==> src/rtl/fetch_stage.sv <==
// Instruction fetch stage: PC register with redirect/stall handling and the
// IF/ID pipeline register feeding decode.
module fetch_stage #(
  parameter int unsigned DATA_WIDTH = 32,
  parameter logic [DATA_WIDTH-1:0] RESET_PC  = DATA_WIDTH'(32'h0000_0000),
  parameter logic [DATA_WIDTH-1:0] NOP_INSTR = DATA_WIDTH'(32'h0000_0013)
) (
  input  logic                  clk_i,
  input  logic                  rst_ni,
  input  logic                  stall_i,
  input  logic                  flush_i,
  input  logic [1:0]            PCsrc_i,
  input  logic [DATA_WIDTH-1:0] PCtarget_i,
  input  logic [DATA_WIDTH-1:0] ALUResult_i,
  input  logic [DATA_WIDTH-1:0] instr_i,
  output logic [DATA_WIDTH-1:0] PC_o,
  output logic [DATA_WIDTH-1:0] PC_D_o,
  output logic [DATA_WIDTH-1:0] PCPlus4_D_o,
  output logic [DATA_WIDTH-1:0] instr_D_o,
  output logic                  valid_D_o,
  output logic                  misalign_o
);

  localparam logic [DATA_WIDTH-1:0] FOUR = DATA_WIDTH'(4);

  logic [DATA_WIDTH-1:0] pc_q, pc_d, pc_plus4, target;
  logic [DATA_WIDTH-1:0] pc_dec_q, pc_dec_d, pcp4_dec_q, pcp4_dec_d;
  logic [DATA_WIDTH-1:0] instr_dec_q, instr_dec_d;
  logic                  valid_q, valid_d, misalign_q, misalign_d, redirect;

  assign pc_plus4 = pc_q + FOUR;

  // Redirects win over stall so a taken branch is never lost behind a hazard.
  always_comb begin
    redirect = 1'b0;
    target   = pc_plus4;
    case (PCsrc_i)
      2'b01: begin
        redirect = 1'b1;
        target   = PCtarget_i;
      end
      2'b10: begin
        redirect = 1'b1;
        target   = {ALUResult_i[DATA_WIDTH-1:1], 1'b0};
      end
      default: begin
      end
    endcase

    misalign_d = misalign_q | (redirect & (|target[1:0]));

    if (redirect)     pc_d = {target[DATA_WIDTH-1:2], 2'b00};
    else if (stall_i) pc_d = pc_q;
    else              pc_d = pc_plus4;
  end

  always_comb begin
    pc_dec_d    = pc_dec_q;
    pcp4_dec_d  = pcp4_dec_q;
    instr_dec_d = instr_dec_q;
    valid_d     = valid_q;
    if (flush_i) begin
      pc_dec_d    = '0;
      pcp4_dec_d  = '0;
      instr_dec_d = NOP_INSTR;
      valid_d     = 1'b0;
    end else if (!stall_i) begin
      pc_dec_d    = pc_q;
      pcp4_dec_d  = pc_plus4;
      instr_dec_d = instr_i;
      valid_d     = 1'b1;
    end
  end

  always_ff @(posedge clk_i or negedge rst_ni) begin
    if (!rst_ni) begin
      pc_q        <= RESET_PC;
      pc_dec_q    <= '0;
      pcp4_dec_q  <= '0;
      instr_dec_q <= NOP_INSTR;
      valid_q     <= 1'b0;
      misalign_q  <= 1'b0;
    end else begin
      pc_q        <= pc_d;
      pc_dec_q    <= pc_dec_d;
      pcp4_dec_q  <= pcp4_dec_d;
      instr_dec_q <= instr_dec_d;
      valid_q     <= valid_d;
      misalign_q  <= misalign_d;
    end
  end

  assign PC_o        = pc_q;
  assign PC_D_o      = pc_dec_q;
  assign PCPlus4_D_o = pcp4_dec_q;
  assign instr_D_o   = instr_dec_q;
  assign valid_D_o   = valid_q;
  assign misalign_o  = misalign_q;

endmodule

==> config.mk <==
export PLATFORM = sky130hd
export DESIGN_NAME = fetch_stage
export DESIGN_NICKNAME = d
export VERILOG_FILES = /design/src/rtl/fetch_stage.sv
export SDC_FILE = /design/constraint.sdc
export NUM_CORES = 1
export LEC_CHECK = 0
export BUFFER_PORTS_ARGS = -buffer_cell sky130_fd_sc_hd__buf_4
export CAP_MARGIN = 0
export CORE_UTILIZATION = 45
export DETAILED_ROUTE_END_ITERATION = 10
export PLACE_DENSITY = 0.82
export SYNTH_ARGS = -nofsm -noshare
export SYNTH_HDL_FRONTEND = slang
export SYNTH_SLANG_ARGS = --single-unit
==> constraint.sdc <==
create_clock -name clk_i -period 3.6 [get_ports clk_i]
set_input_delay 0.36 -clock clk_i [delete_from_list [all_inputs] [get_ports clk_i]]
set_output_delay 0.36 -clock clk_i [all_outputs]
set_load 0.03 [all_outputs]
Word-level counts from Yosys, hierarchy flattened:

Cells that the tools add are included.

* register bits after elaboration: 130
* input bits: 102
* output and inout port bits: 130
* word-level logic and storage cells: 26

* add/subtract/negate cells: 1
* equality and inequality tests: 4
* multiplexer cells: 11
* bitwise gates (word level): 2
* reduce and logical (&&, ||, !) cells: 2

Operator list (count)
* $mux W32: 7
* $pmux W32 S2: 1
* $add A32 B3 Y32 const B: 1
* $ne A2 B1 Y1 const B: 2
* $reduce_or A2 Y1: 2
* $mux W1: 3
* $eq A2 B1 Y1 const B: 1
* $eq A2 B2 Y1 const B: 1
* $and A1 B1 Y1: 1
* $or A1 B1 Y1: 1

Longest topological paths before layout:

Gate-level depths: netlist of the first run.

* depth in word-level cells: 5
* mapped depth: 7
* mapped depth without buffers: 6

Least setup slack after synthesis of the first run:

Ideal clock, no wire load.

* path type: register -> register
* start point: reg pc_q[10], in the netlist PC_o[10]
* end point: reg pc_q[29], in the netlist PC_o[29]
* library setup time: 0.082 ns
* data arrival time: 1.992 ns
* required time: 3.518 ns
* slack: 1.526 ns
* cell stages (with the launch flop): 6
* path buffers: 1
* clock period less this slack: 2.074 ns
* path through: dfrtp_1 > buf_2 > nand4_4 > or4_4 > or4_1 > a31oi_1

* cells in the longest elaborated chain, start to end: 3
* elaborated cells between the ends (all ways): 4
* classes of those cells: add/sub (1); mux (3)

RTL lines
* from (decl): RTL line 26 `logic [DATA_WIDTH-1:0] pc_q, pc_d, pc_plus4, target;`
* from (signal assigned): RTL line 84 `pc_q <= pc_d;`
* $add A32 B3 Y32 *: RTL line 31 `assign pc_plus4 = pc_q + FOUR;`
* $pmux W32 S2 or $mux W32 (tied branches): RTL line 37, 53
* $mux W32 *: RTL line 52 `if (redirect) pc_d = {target[DATA_WIDTH-1:2], 2'b00};`

Every way passes the cells marked *; elsewhere a longest branch is shown, timed or not. The select of a mux whose other input is x is not followed.
A chain may end at the register's enable or synchronous reset.

Final worst setup path of the first run:

* start point: reg pc_q[2], in the netlist PC_o[2]
* end point: reg pc_q[24], in the netlist PC_o[24]

The elaborated chain is that of the path after synthesis.

==> flow_summary.toml, run 1 <==
[global_routing]
grt_pass1_wl_um = 29000
antenna_found_initial = 0
grt_pass1_vias = 5576
grt_max_degree = 95
grt_use_total_pct = 25.8
grt_overflow = 0

[logic_synthesis]
yosys-top-cells-count = "dfrtp_1, nor2_1, mux2i_1, clkbuf_1, nand2_1"
synth.lib_cells_used.distinct = 52
netlist_top_cells_area = "dfrtp_1, mux2i_1, nor2_1"
ys_ff_latch = 125
synth_edf_count = 0
syn_avg_cell_area_um2 = 9.93
yosysMostFrequentCell = "dfrtp_1"
yosys.area.top_type = "dfrtp_1"
synth_top_area_share_pct = 47.9
yosysWarnings = 0
seq_area_frac_synth_pct = 49.2
syn_inst = 641
syn_area_um2 = 6370
async_flop_share_pct = 100
ys.flop_type = "dfrtp_1"

[power_and_ir_drop]
intPower_uw = 3080
vdd_drop_max_uv = 312
switching_share_pct = 32.4
p_seq_share_pct = 38.7
p_leak_uw = 0.00400
p_clk_share_pct = 36.9
pwr-share-comb_pct = 24.4
p_switching_uw = 1480
p_per_area_nw_per_um2 = 527
design_power_total_uw = 4560

[timing]
setup_viol = 0
worst_slack_ns = 1.03
skew_ns = 0.00693
relSlewSlack_pct = 31.1
tightest_slew_ns = 1.03
fmax_mhz = 389
finalCritPeriodShare_pct = 71.3
maxSlewViolCount = 0
hold_viol = 11
period_needed_ns = 2.57
tns_ns = 0
whs_ns = -0.0351
rsz0062_at_grt = "false"

[floorplanning]
num_rows = 43
fp.coreArea_um2 = 13800
die_area_um2 = 14600
die_h_um = 121
initial_core_util_pct = 46.1
ioPinCount = 232
die_w_um = 121

[finish]
drive_above_1_share_pct = 32.7
n_antenna_cell = 0
regArea_um2 = 3130
multiInputGateArea_um2 = 2890
area_growth_pct = 35.9
final_nets = 937
fill_cells = 1131
fin_util_pct = 62.6
design_area_um2 = 8660

[drt]
drc = 0
wl_per_cell_um = 18.2
ant_nets = 0
routed_wl_um = 18600
via_per_inst = 5.68
dr.pass1.iters = 5
drt_iter0_drc = 441
dr_total_vias = 5822

[critical_path]
cp-end-kind = "register"
cp_cell_sequence = "ha_1, and4_1, nand4_1, or4_1, a31oi_1"
critical_path_class = "register to register"
crit_required_ns = 3.94
reg2reg_slack_ns = 1.03
crit_fanout = 13
critical_path.max_stage_delay_ns = 0.61
arrival_ns = 2.91
crit_path_top_delay_cell = "or4_1"
worst_setup_path_start_kind = "register"

[placement]
place_congestion = 0.800
io_buffers = 228
dp_slack_ns = 0.991
hpwl_um = 12400
place_area_um2 = 8070

[clocking]
cts.hold.buffers_added = 0
postCtsSetupRepairBufs = 0
h-tree-depth = 4
cts_tree = "done"
clock_latency_ns = 0.42
cts_buffers = 17
clock_path_buffers = 2
postCtsResizedCells = 0
clk_pin_slew_ns = 0.05
clock-root-buffer = "clkbuf_16"
clock-sinks = 125

[status]
status = "finished with violations"
violations = "negative hold slack"

[run]
cap_violations = 0

[worst_hold_path]
hp-class = "input port to async pin"
## flip-flops by register name (all words and copies together), names as in the netlist
signal / flops
instr_D_o: 32
PCPlus4_D_o: 30
misalign_o: 1
PC_D_o: 31
valid_D_o: 1
PC_o: 30
## power by group through the flow
stage                     sequential (uW)  clock (uW)  combinational [uW]
final                                1760        1680                1110
after detailed placement             1780           0                1120
after CTS                            1760        1710                1120
after global routing                 1790        1770                1190
after floorplan                      1970           0                 456
after global placement               1770           0                1100
## per-stage QoR
step	hold WS, ns	instances
after detailed placement	0.472	993
after floorplan	0.0644	642
final	-0.0351	1025
after global routing	0.0840	1025
after global placement	0.463	993
after CTS	0.0459	1025
## path summary, 6_finish.rpt
| kind | endpoint | cells past startpoint | from |
|---|---|---|---|
| max reg2reg | PC_o[24]$_DFFE_PN0P_ | 5 | PC_o[2]$_DFFE_PN0P_ |
| max | PC_o[24]$_DFFE_PN0P_ | 5 | PC_o[2]$_DFFE_PN0P_ |
| min | instr_D_o[3]$_DFFE_PN0P_ | 1 | rst_ni |
| max in group asynchronous | PC_o[17]$_DFFE_PN0P_ | 2 | rst_ni |
| min reg2reg | misalign_o$_DFF_PN0_ | 1 | misalign_o$_DFF_PN0_ |
| min in group clk_i | instr_D_o[5]$_DFFE_PN0P_ | 3 | instr_i[5] |
## worst max-delay path: cells and delay by family (launching register included)
| kind | cells | cell delay [ns] |
|---|---|---|
| flip-flops | 1 | 0.50 |
| adder cells (fa/ha/maj) | 1 | 0.30 |
| AND/OR/NAND/NOR | 3 | 1.53 |
| AO/OA/AOI/OAI | 1 | 0.16 |
## cells by family after synthesis
group / after synthesis / synth area share (%)
AO/OA/AOI/OAI: 140 / 15.4
XOR/XNOR: 25 / 3.44
adder cells (fa/ha/maj): 3 / 0.590
buffers and inverters: 77 / 5.48
flip-flops: 125 / 49.2
multiplexers: 52 / 8.17
other: 1 / 0.0589
AND/OR/NAND/NOR: 218 / 17.6
## metal layers
| metal | GRT usage, % | up-vias | wire [um] |
|---|---|---|---|
| li1 | - | 2730 | - |
| met1 | 34.0 | 2855 | 7990 |
| met2 | 41.8 | 210 | 9190 |
| met5 | 0 | - | 0 |
| met3 | 5.12 | 27 | 1050 |
| met4 | 9.72 | 0 | 383 |
## layout by cell type (no fill, tap or decap), types with 4 or more instances in the layout
cell and instances:
a311oi_1 9, clkbuf_8 4, nand4_1 14, nor3_1 10, a211oi_1 11, a221oi_1 31
nor2b_1 6, clkbuf_1 5, dfrtp_1 122, a31oi_1 17, and4_1 5, nand2_1 32
nor4_1 11, or4_1 11, clkbuf_16 17, buf_4 236, nand3_1 12, or3_1 12
a21oi_1 31, inv_1 11, xor2_1 4, nor2_1 86, o21ai_0 15, o31ai_1 10
xnor2_1 21, mux2i_1 52
## cell type report
cell class                 count  area share, %
inverter                      11          0.477
tap                          180           2.60
clock inverter                 6          0.954
multi-input combinational    440           33.4
sequential                   125           36.2
clock buffer                  26           5.77
timing repair buffer         237           20.6
No activity file was read; power rests on OpenSTA's default activity.
==> inputs of run 2 (changes only) <==
Settings changed: PLACE_DENSITY 0.82 to 0.85.
Clock period 3.6 ns to 2.3 ns, I/O delays scaled along.
==> run 2 against run 1 <==
The run now ends clean. Combinational power is 75% higher. Sequential share of layout area is 1.1 points lower. Global-route usage is 0.75 points higher. Setup slack worse by 0.93 ns. Clock power is 63% higher. Flip-flop and latch count stayed put. Die area stayed put. Core utilization is 2.0 points higher. Fmax is 17% higher. First-iteration DRC count is 6.8% lower. Design area is 3.2% higher. Routed wire length is 2.7% higher. Largest power group is now clock. Highest routed layer unchanged.
==> flow_summary.toml, run 2 (same netlist as run 1, synthesis figures left out) <==
[global_routing]
grt_use_total_pct = 26.5
grt_pass1_wl_um = 30000
antenna_found_initial = 0
grt_pass1_vias = 5795
grt_overflow = 0
grt_max_degree = 62

[critical_path]
crit_path_top_delay_cell = "or4_1"
critical_path_class = "register to register"
arrival_ns = 2.51
worst_setup_path_start_kind = "register"
cp_cell_sequence = "ha_1, and4_1, nand3_2, or4_1, a311oi_1"
cp-end-kind = "register"
crit_required_ns = 2.61
crit_fanout = 9
critical_path.max_stage_delay_ns = 0.47

[clocking]
clock-root-buffer = "clkbuf_16"
clock_latency_ns = 0.42
clock-sinks = 125
h-tree-depth = 4
clk_pin_slew_ns = 0.06
clock_path_buffers = 2
cts_tree = "done"
cts_buffers = 17

[floorplanning]
ioPinCount = 232
fp.coreArea_um2 = 13800
initial_core_util_pct = 46.1
die_w_um = 121
num_rows = 43
die_h_um = 121
die_area_um2 = 14600

[placement]
hpwl_um = 13300
dp_slack_ns = 0.0836
place_congestion = 0.831
io_buffers = 228

[finish]
area_growth_pct = 40.3
most-common-layout-cells = "buf_4, dfrtp_1, nor2_1"
drive_above_1_share_pct = 35.3
fill_cells = 1099
n_antenna_cell = 0
largest_register_ffs = 32
final_nets = 964
layout_commonest_cell = "buf_4"
regArea_um2 = 3130
multiInputGateArea_um2 = 2900

[drt]
drt_iter0_drc = 411
dr_total_vias = 6021
wl_per_cell_um = 18.2
drc = 0
via_per_inst = 5.72
ant_nets = 0
routed_wl_um = 19100
dr.pass1.iters = 5

[power_and_ir_drop]
vdd_drop_max_uv = 509
p_leak_uw = 0.00415
p_per_area_nw_per_um2 = 824

[timing]
setup_viol = 0
fmax_mhz = 455
tightest_slew_ns = 0.655
finalCritPeriodShare_pct = 95.6
rsz0062_at_grt = "false"
worst_slack_ns = 0.102
hold_viol = 0
maxSlewViolCount = 0
skew_ns = 0.00699
period_needed_ns = 2.20
tns_ns = 0
relSlewSlack_pct = 56.3

[run]
cap_violations = 0

[status]
status = "complete, no violations"

[worst_hold_path]
hp-class = "input port to register"
-- run 2: cell count changes in the layout (fill, tap and decap cells not counted), sizes merged --
cell | before | now
buf | 237 | 263
clkbuf | 26 | 18
dlygate4sd3 | 0 | 1
inv | 11 | 12
bufinv | 2 | 3
clkinv | 3 | 5
clkinvlp | 1 | 5
-- run 2: timing repair --
item                       CTS  global route
hold buffers                 1             0
hold endpoints to repair    47             0
setup endpoints to repair    0             2
resized for setup            0             1
setup buffers                0             2
-- run 2: final cells by class --
type | instances | area share [%]
Clock inverter | 14 | 1.89
Sequential cell | 125 | 35.1
Clock buffer | 18 | 4.92
Inverter | 11 | 0.462
Multi-Input combinational cell | 440 | 32.5
Timing Repair Buffer | 264 | 22.7
Tap cell | 180 | 2.52
-- run 2: through the flow --
| stage | cell area, um2 | total power (uW) | std cells | hold slack [ns] | utilization (%) |
|---|---|---|---|---|---|
| 4_1_cts | 8910 | 7390 | 1050 | 0.0424 | 64.4 |
| 3_3_place_gp | 8290 | 4600 | 1017 | 0.202 | 60.0 |
| 3_5_place_dp | 8290 | 4640 | 1017 | 0.202 | 60.0 |
| 2_1_floorplan | 6370 | 3800 | 642 | -0.0656 | - |
| 6_report | 8930 | 7360 | 1052 | 0.0562 | 64.6 |
| 5_1_grt | 8930 | 7660 | 1052 | 0.0562 | 64.6 |
-- run 2: metal layers --
metal,GRT usage (%),part of all wire (%),up-vias
met2,42.6,49,250
li1,-,-,2806
met4,10.3,2.4,0
met1,34.7,41,2931
met3,6.20,7.2,34
met5,0,0,-
-- run 2: path summary, 6_finish.rpt --
kind / start / end / slack [ns] / cells past startpoint
min in group asynchronous: rst_ni / PC_D_o[25]$_DFFE_PN0P_ / 0.32 / 2
max reg2reg: PC_o[3]$_DFFE_PN0P_ / PCPlus4_D_o[24]$_DFFE_PN0P_ / 0.10 / 5
max in group asynchronous: rst_ni / instr_D_o[0]$_DFFE_PN1P_ / 1.27 / 3
max: PC_o[3]$_DFFE_PN0P_ / PCPlus4_D_o[24]$_DFFE_PN0P_ / 0.10 / 5
min reg2reg: misalign_o$_DFF_PN0_ / misalign_o$_DFF_PN0_ / 0.47 / 1
min: instr_i[21] / instr_D_o[21]$_DFFE_PN0P_ / 0.06 / 3
-- run 2: worst max-delay path, delay by kind of cell (launching register included) --
family / cells / cell delay (ns)
adders and majority gates: 1 / 0.29
DFF: 1 / 0.46
and+or+nand+nor: 3 / 1.05
AOI/OAI and AO/OA: 1 / 0.29
-- run 2: power breakdown --
group / switching, uW / internal [uW]
Sequential: 248 / 2430
Combinational: 1170 / 773
Clock: 1010 / 1730
==> inputs of run 3 (changes only) <==
Settings changed: ABC_AREA from default to 1, CORE_UTILIZATION 45 to 44, PLACE_DENSITY 0.85 to 0.84, REMOVE_ABC_BUFFERS from default to 1.
==> run 3 against run 2 <==
First-iteration DRC count shrank 8.0%. Fmax grew 27%. Clock skew shrank 0.0011 ns. Non-clock buffer count shrank 22. Flip-flop and latch count is the same. Largest power group unchanged. Highest routed layer unchanged. Clock power grew 3%. Hold slack lost 0.043 ns.
==> flow_summary.toml, run 3 <==
[critical_path]
critical_path.max_stage_delay_ns = 0.48
crit_fanout = 7
cp-end-kind = "register"
arrival_ns = 2.03
cpMostUsedCell = "nand2_1"
cp_cell_sequence = "ha_1, nand2_1, inv_1, nand2_1, nor2_1, nand3_1, nand3_1, nand2_1"
worst_setup_path_start_kind = "register"
critical_path_class = "register to register"
crit_path_top_delay_cell = "dfrtp_1"
crit_required_ns = 2.60

[global_routing]
grt_max_degree = 91
antenna_found_initial = 0
grt_pass1_wl_um = 30500
grt_pass1_vias = 5828
grt_use_total_pct = 28.3
grt_overflow = 0

[clocking]
clock_latency_ns = 0.42
clock-root-buffer = "clkbuf_16"
cts_buffers = 17
clock-sinks = 125
postCtsSetupRepairBufs = 0
cts_tree = "done"
clk_pin_slew_ns = 0.06
h-tree-depth = 4
postCtsResizedCells = 0
clock_path_buffers = 2

[drt]
via_per_inst = 5.24
dr_total_vias = 5801
drt_iter0_drc = 378
drc = 0
routed_wl_um = 19000
wl_per_cell_um = 17.2
dr.pass1.iters = 6
ant_nets = 0

[power_and_ir_drop]
p_leak_uw = 0.00427
vdd_drop_max_uv = 433
design_power_total_uw = 6820
p_per_area_nw_per_um2 = 804

[logic_synthesis]
syn_area_um2 = 5950
yosysMostFrequentCell = "nand2_1"
yosys.area.top_type = "dfrtp_1"
yosysWarnings = 0
netlist_top_cells_area = "dfrtp_1, nand2_1, a22o_1"
yosys-top-cells-count = "nand2_1, dfrtp_1, a22o_1, o21ai_0, inv_1"
ys_ff_latch = 125
synth_edf_count = 0
synth_top_area_share_pct = 51.3
syn_avg_cell_area_um2 = 8.59
seq_area_frac_synth_pct = 52.6
syn_inst = 693
ys.flop_type = "dfrtp_1"
async_flop_share_pct = 100
synth.lib_cells_used.distinct = 35

[timing]
finalCritPeriodShare_pct = 75.3
rsz0062_at_grt = "false"
period_needed_ns = 1.73
fmax_mhz = 577
hold_viol = 0
maxSlewViolCount = 0
relSlewSlack_pct = 54.0
skew_ns = 0.00587
tightest_slew_ns = 0.689
setup_viol = 0

[floorplanning]
die_h_um = 118
num_rows = 42
initial_core_util_pct = 44.9
die_area_um2 = 14000
die_w_um = 118
ioPinCount = 232
fp.coreArea_um2 = 13200

[placement]
place_congestion = 0.885
io_buffers = 228
hpwl_um = 13100

[worst_hold_path]
hp-class = "input port to register"

[finish]
n_antenna_cell = 0
drive_above_1_share_pct = 31.5
area_growth_pct = 42.5
fin_util_pct = 64.0
largest_register_ffs = 32
most-common-layout-cells = "buf_4, nand2_1, dfrtp_1"
final_nets = 1024
layout_commonest_cell = "buf_4"

[status]
status = "complete, no violations"

[run]
cap_violations = 0
[run 3: cell types whose count changed after synthesis, moves of 17 or more]
cell	delta
a221oi_1	-31
a22o_1	+52
a31oi_1	-17
clkbuf_1	-23
inv_1	+32
mux2i_1	-52
nand2_1	+199
nand3_1	+21
nor2_1	-44
o21ai_0	+35
xnor2_1	-21
[run 3: path summary, 6_finish.rpt]
| path | endpoint | cells after the start | slack [ns] | from |
|---|---|---|---|---|
| max | PCPlus4_D_o[24]$_DFFE_PN0P_ | 8 | 0.57 | PC_o[2]$_DFFE_PN0P_ |
| min in group asynchronous | instr_D_o[21]$_DFFE_PN0P_ | 2 | 0.33 | rst_ni |
| min reg2reg | PCPlus4_D_o[21]$_DFFE_PN0P_ | 2 | 0.48 | PCPlus4_D_o[21]$_DFFE_PN0P_ |
| min | valid_D_o$_DFFE_PN0P_ | 2 | 0.01 | flush_i |
| max in group asynchronous | PC_o[24]$_DFFE_PN0P_ | 3 | 1.27 | rst_ni |
| max reg2reg | PCPlus4_D_o[24]$_DFFE_PN0P_ | 8 | 0.57 | PC_o[2]$_DFFE_PN0P_ |
[run 3: area by class of cell]
class,instances,area [um2]
timing repair buffer,242,1860
fill,1134,4760
tap,176,220
multi-input combinational,487,2480
clock buffer,18,429
sequential,125,3130
clock inverter,14,194
inverter,46,173
[run 3: timing repair]
action	in CTS	in global routing
hold buffers	1	0
hold endpoints to repair	31	0
endpoints found under the setup margin	0	0
[run 3: cell families (layout without fill, tap and decap cells)]
| group | Yosys count | count (layout) | share of synthesized area (%) |
|---|---|---|---|
| XOR/XNOR | 11 | 11 | 1.62 |
| flip-flops | 125 | 125 | 52.6 |
| AO/OA/AOI/OAI | 144 | 144 | 16.0 |
| adder cells (fa/ha/maj) | 3 | 3 | 0.631 |
| other | 1 | 2 | 0.0630 |
| buffers and inverters | 82 | 320 | 6.05 |
| AND/OR/NAND/NOR | 327 | 327 | 23.0 |
[run 3: worst max-delay path, delay by kind of cell, from the launching register on]
kind,cells,cell delay [ns]
AND/OR/NAND/NOR,6,0.75
flip-flops,1,0.48
adder cells (fa/ha/maj),1,0.25
buffers and inverters,1,0.13
[run 3: per-layer routing]
layer  global-route usage (%)  part of all wire (%)  up-vias  wire length [um]
met3                     6.37                   7.8       31              1480
met4                     10.8                   2.0        0               375
met2                     46.4                    48      280              9210
li1                         -                     -     2740                 -
met5                        0                     0        -                 0
met1                     36.5                    42     2750              7940
[run 3: through the flow]
step	area (um2)	setup TNS (ns)	worst slack (ns)	hold slack, ns	cells
CTS	8480	0	0.563	0.00693	1108
finish	8480	0	0.568	0.0128	1108
floorplan	5770	-20.01	-0.560	-0.0656	658
global route	8480	0	0.445	0.0125	1108
global placement	7850	0	0.476	0.221	1075
detailed placement	7850	0	0.395	0.217	1075
[run 3: power by group]
part | leakage, uW | total (uW) | internal (uW) | switching, uW
Clock | 0.000289 | 2820 | 1810 | 1010
Combinational | 0.00232 | 1400 | 525 | 880
Sequential | 0.00166 | 2590 | 2380 | 210
